`config.mk`:
```
export PLATFORM = sky130hd
export DESIGN_NAME = mem_copy_engine
export DESIGN_NICKNAME = d
export VERILOG_FILES = /design/src/rtl/mem_copy_engine_pkg.sv /design/src/rtl/mem_copy_engine.sv
export SDC_FILE = /design/constraint.sdc
export NUM_CORES = 1
export LEC_CHECK = 0
export ABC_CLOCK_PERIOD_IN_PS = 2400
export BUFFER_PORTS_ARGS = -buffer_cell sky130_fd_sc_hd__buf_2
export CORE_MARGIN = 5
export CORE_UTILIZATION = 50
export CTS_BUF_LIST = sky130_fd_sc_hd__clkbuf_8
export DETAILED_ROUTE_END_ITERATION = 10
export MAX_ROUTING_LAYER = met4
export PLACE_DENSITY = 0.75
export SLEW_MARGIN = 15
export SYNTH_ARGS = -nofsm -noshare
export SYNTH_HDL_FRONTEND = slang
export SYNTH_SLANG_ARGS = --single-unit
```
`constraint.sdc`:
```
create_clock -name CLK -period 2.4 [get_ports CLK]
set_input_delay 0.48 -clock CLK [delete_from_list [all_inputs] [get_ports CLK]]
set_output_delay 0.48 -clock CLK [all_outputs]
set_load 0.03 [all_outputs]
```
`src/rtl/mem_copy_engine_pkg.sv`:
```
// Shared constants for the block-copy engine: bus width defaults and FSM state
// encodings, kept here so they line up with the MemWrapper port widths.
package mem_copy_engine_pkg;

    localparam int ADDR_W_DEF = 16;
    localparam int DATA_W_DEF = 16;
    localparam int LEN_W      = 16;

    localparam int STATE_W = 3;
    localparam logic [STATE_W-1:0] ST_IDLE  = 3'd0;
    localparam logic [STATE_W-1:0] ST_READ  = 3'd1;
    localparam logic [STATE_W-1:0] ST_WAIT  = 3'd2;
    localparam logic [STATE_W-1:0] ST_WRITE = 3'd3;
    localparam logic [STATE_W-1:0] ST_DONE  = 3'd4;

endpackage

```
`src/rtl/mem_copy_engine.sv`:
```
// Copies a block of words through a single-port synchronous memory:
// read one word, wait out the read latency, write it, step both pointers.
module mem_copy_engine
    import mem_copy_engine_pkg::*;
#(
    parameter int          ADDR_W     = ADDR_W_DEF,
    parameter int          DATA_W     = DATA_W_DEF,
    parameter int unsigned RD_LATENCY = 1
) (
    input  logic              CLK,
    input  logic              RST_N,
    input  logic              start,
    input  logic [ADDR_W-1:0] src_addr,
    input  logic [ADDR_W-1:0] dst_addr,
    input  logic [LEN_W-1:0]  length,
    output logic [ADDR_W-1:0] mem_addr,
    output logic [DATA_W-1:0] mem_dataw,
    output logic              mem_we,
    input  logic [DATA_W-1:0] mem_rdata,
    output logic              busy,
    output logic              done
);

    localparam int WCNT_W = (RD_LATENCY > 1) ? $clog2(RD_LATENCY) : 1;
    localparam logic [WCNT_W-1:0] WCNT_LAST = WCNT_W'(RD_LATENCY - 1);

    logic [STATE_W-1:0] state_q, state_d;
    logic [ADDR_W-1:0]  src_q, src_d;
    logic [ADDR_W-1:0]  dst_q, dst_d;
    logic [LEN_W-1:0]   rem_q, rem_d;
    logic [WCNT_W-1:0]  wcnt_q, wcnt_d;
    logic [ADDR_W-1:0]  addr_q, addr_d;
    // The write-data register doubles as the captured-word register.
    logic [DATA_W-1:0]  dataw_q, dataw_d;

    always_comb begin
        state_d = state_q;
        src_d   = src_q;
        dst_d   = dst_q;
        rem_d   = rem_q;
        wcnt_d  = wcnt_q;
        addr_d  = addr_q;
        dataw_d = dataw_q;
        case (state_q)
            ST_IDLE: begin
                if (start) begin
                    src_d = src_addr;
                    dst_d = dst_addr;
                    rem_d = length;
                    if (length != '0) begin
                        state_d = ST_READ;
                        addr_d  = src_addr;
                    end else begin
                        state_d = ST_DONE;
                    end
                end
            end
            ST_READ: begin
                state_d = ST_WAIT;
                wcnt_d  = WCNT_LAST;
            end
            ST_WAIT: begin
                if (wcnt_q == '0) begin
                    dataw_d = mem_rdata;
                    addr_d  = dst_q;
                    state_d = ST_WRITE;
                end else begin
                    wcnt_d = wcnt_q - WCNT_W'(1);
                end
            end
            ST_WRITE: begin
                src_d = src_q + ADDR_W'(1);
                dst_d = dst_q + ADDR_W'(1);
                rem_d = rem_q - LEN_W'(1);
                if (rem_q == LEN_W'(1)) begin
                    state_d = ST_DONE;
                end else begin
                    state_d = ST_READ;
                    addr_d  = src_q + ADDR_W'(1);
                end
            end
            ST_DONE: state_d = ST_IDLE;
            default: state_d = ST_IDLE;
        endcase
    end

    always_ff @(posedge CLK or negedge RST_N) begin
        if (!RST_N) begin
            state_q <= ST_IDLE;
            src_q   <= '0;
            dst_q   <= '0;
            rem_q   <= '0;
            wcnt_q  <= '0;
            addr_q  <= '0;
            dataw_q <= '0;
        end else begin
            state_q <= state_d;
            src_q   <= src_d;
            dst_q   <= dst_d;
            rem_q   <= rem_d;
            wcnt_q  <= wcnt_d;
            addr_q  <= addr_d;
            dataw_q <= dataw_d;
        end
    end

    // Strobes decode straight from the state register, so reset clears them at once.
    assign mem_addr  = addr_q;
    assign mem_dataw = dataw_q;
    assign mem_we    = (state_q == ST_WRITE);
    assign busy      = (state_q != ST_IDLE);
    assign done      = (state_q == ST_DONE);

endmodule

```
==> impl_metrics.py <==
metrics = {
    "outcome": {
        "status": "finished, final reports clean",
    },
    "cells_and_area": {
        "final_cell_mix": "100 x buf_2, 83 x dfrtp_1, 49 x nor2_1",
        "stdcell_area_sq_mm": 0.005450,
        "regArea_sq_mm": 0.002077,
        "n_fill_cell": 755,
        "drive_gt1_share_pct": 28.87,
        "multi_input_area_sq_mm": 0.002288,
        "final_common_cell": "buf_2",
        "diodes": 0,
        "syn_to_final_growth_pct": 20.10,
        "fin_nets": 648,
    },
    "yosys": {
        "ys_types": 54,
        "syn_inst": 481,
        "ys_top_cells_by_area": "dfrtp_1 46%, nor2_1 4.1%, mux2_2 4.0%",
        "avgSynthCellArea_sq_um": 9.435,
        "yosys.area.top_type": "dfrtp_1",
        "synth_edf_count": 0,
        "synthFlopType": "dfrtp_1",
        "synth_top_area_share_pct": 45.77,
        "synth_seq_cells": 83,
        "yosys_warnings": 0,
        "syn-num-nets": 552,
        "synthArstFlopShare_pct": 100.0,
        "syn_area_sq_mm": 0.004538,
        "ys_seq_area_share_pct": 45.77,
    },
    "clocking": {
        "cts_resized": 0,
        "cts_buffers": 9,
        "cts_max_path_buffers": 2,
        "clock_latency_ps": 350,
        "cts_tree": "built",
        "cts.clk_slew.worst_paths_ps": 80,
        "cts_hold_repair.buffers": 0,
        "cts_setup_buffers": 0,
        "clockRootBuffer": "clkbuf_8",
        "cts-htree-levels": 3,
        "cts.sink_count": 83,
    },
    "sta": {
        "setup_violations": 0,
        "fmax_mhz": 440.5,
        "slew_headroom_pct": 66.04,
        "slew_violations": 0,
        "fin_setup_tns_ps": 0,
        "fin_skew_ps": 5.205,
        "tightest_slew_ps": 508.9,
        "rsz0062_at_grt": "no",
        "period_share_pct": 94.58,
        "min_period_ps": 2270,
        "final_hold_viol_count": 0,
    },
    "floorplanning": {
        "core_area_sq_mm": 0.008763,
        "die-width_um": 105.3,
        "initial_utilization_pct": 51.78,
        "rows": 34,
        "die_height_um": 105.3,
        "io-pin-count": 102,
        "die_area_sq_mm": 0.01108,
    },
    "critical_path": {
        "r2r_slack_ps": 310,
        "r2r_end": "mem_addr[8]",
        "critPathCaptureType": "output port",
        "crit_required_ps": 1920,
        "crit_fanout": 14,
        "reg2reg_from": "src_q[0]",
        "worstSetupEndpoint": "mem_we",
        "critical_path_class": "reg -> out",
        "cp-startpoint": "state_q[2]",
        "r2r_cells": 6,
        "arrival_ps": 1790,
        "startpoint_type": "register",
    },
    "route": {
        "vias": 4149,
        "wirelength_mm": 11.97,
        "drc_errors": 0,
        "vias_per_cell": 6.013,
        "wire_per_inst_um": 17.35,
        "ant_nets": 0,
        "drt_iter0_markers": 316,
        "drtPass1Iterations": 5,
    },
    "power_and_ir_drop": {
        "p_leak_nw": 2.386,
        "ir_drop_uv": 647.3,
        "powerDensity_mw_per_mm2": 1437,
    },
    "global_routing": {
        "grt_pass1_vias": 4106,
        "grt_pass1_wl_mm": 20.04,
        "grt_usage_pct": 22.50,
        "antenna_found_initial": 0,
        "grt-ovfl-total": 0,
        "grt_max_degree": 50,
    },
    "hold_path": {
        "hp-class": "in -> async",
    },
    "placed_design": {
        "place_area_sq_mm": 0.005200,
        "hpwl_mm": 8.759,
        "io_buffers": 101,
        "place_congestion": 0.8973,
    },
    "flow_run": {
        "cap_violations": 0,
    },
}
-- synth_stat cells, types with 4 or more instances --
| cell | count |
|---|---|
| a211oi_1 | 15 |
| a21oi_1 | 30 |
| a221o_1 | 4 |
| a22oi_1 | 4 |
| a311oi_1 | 9 |
| and3_1 | 12 |
| and4_1 | 5 |
| buf_2 | 8 |
| clkbuf_1 | 24 |
| dfrtp_1 | 83 |
| ha_1 | 4 |
| inv_1 | 8 |
| mux2_2 | 16 |
| mux2_4 | 4 |
| mux2i_1 | 6 |
| nand2_1 | 47 |
| nand3_1 | 15 |
| nand4_1 | 8 |
| nor2_1 | 49 |
| nor2b_1 | 5 |
| nor3_1 | 9 |
| nor4_1 | 9 |
| o211ai_1 | 7 |
| o21ai_0 | 31 |
| o221a_2 | 4 |
| o221ai_1 | 4 |
| o22ai_1 | 5 |
| o311ai_0 | 5 |
| or3_1 | 4 |
| xnor2_1 | 7 |
| xor2_1 | 5 |
-- through the flow --
stage / cells / util, % / hold WS (ps) / power [mW] / setup WS, ps
after global placement: 674 / 59.34 / 457.4 / 6.455 / 404.6
final: 690 / 62.19 / 74.14 / 7.833 / 130.0
after detailed placement: 674 / 59.34 / 466.2 / 6.592 / 334.6
after CTS: 690 / 62.19 / 78.59 / 7.842 / 144.6
after global routing: 690 / 62.19 / 90.73 / 8.420 / 51.54
after floorplan: 481 / - / 184.4 / 5.456 / 424.3
-- worst min path at each step --
stage / startpoint / endpoint / cells past startpoint
after floorplan: RST_N / dst_q[0] / 0
after global placement: RST_N / mem_dataw[0] / 1
after detailed placement: RST_N / mem_dataw[2] / 1
after CTS: RST_N / mem_dataw[2] / 1
after global routing: RST_N / mem_dataw[2] / 1
final: RST_N / mem_dataw[2] / 1
-- sequential cells by signal, indices dropped and copies added (netlist names) --
signal     count
dst_q         16
mem_dataw     16
src_q         16
state_q        3
rem_q         16
mem_addr      16
-- report_power, final --
part           switching (mW)  internal [mW]  leakage (nW)  total (mW)
Combinational            2.32           1.54          1.30        3.86
Clock                   0.517          0.721         0.126        1.24
Sequential              0.651           2.08         0.959        2.73
-- critical path, cell delays in order (launching register included) --
cell      delay, ps
dfrtp_1         460
nand3b_2        270
inv_1           410
buf_2           300
-- logic make-up after synthesis --
kind of cell,share of synthesized area (%)
xor gates and xnor gates,2.316
DFF,45.77
adders and majority gates,1.103
and+or+nand+nor,19.99
AOI/OAI and AO/OA,20.26
muxes,6.617
buffers and inverters,3.943
-- cell type report --
cell class              instances  share of cell area [%]
multi-input cells             354                   41.99
repair buffers                120                   12.17
well taps                     108                   2.479
flip-flops and latches         83                   38.11
inverters                       9                  0.6657
clock inverters                 6                   2.066
clock buffers                  10                   2.525
-- per-layer routing --
metal	routed length (um)	track usage [%]	up-vias
met5	0	-	-
li1	-	-	1980
met3	882	4.218	17
met1	5388	30.95	1983
met4	243	8.037	0
met2	5456	33.38	169
(Power assumes the default switching activity.)
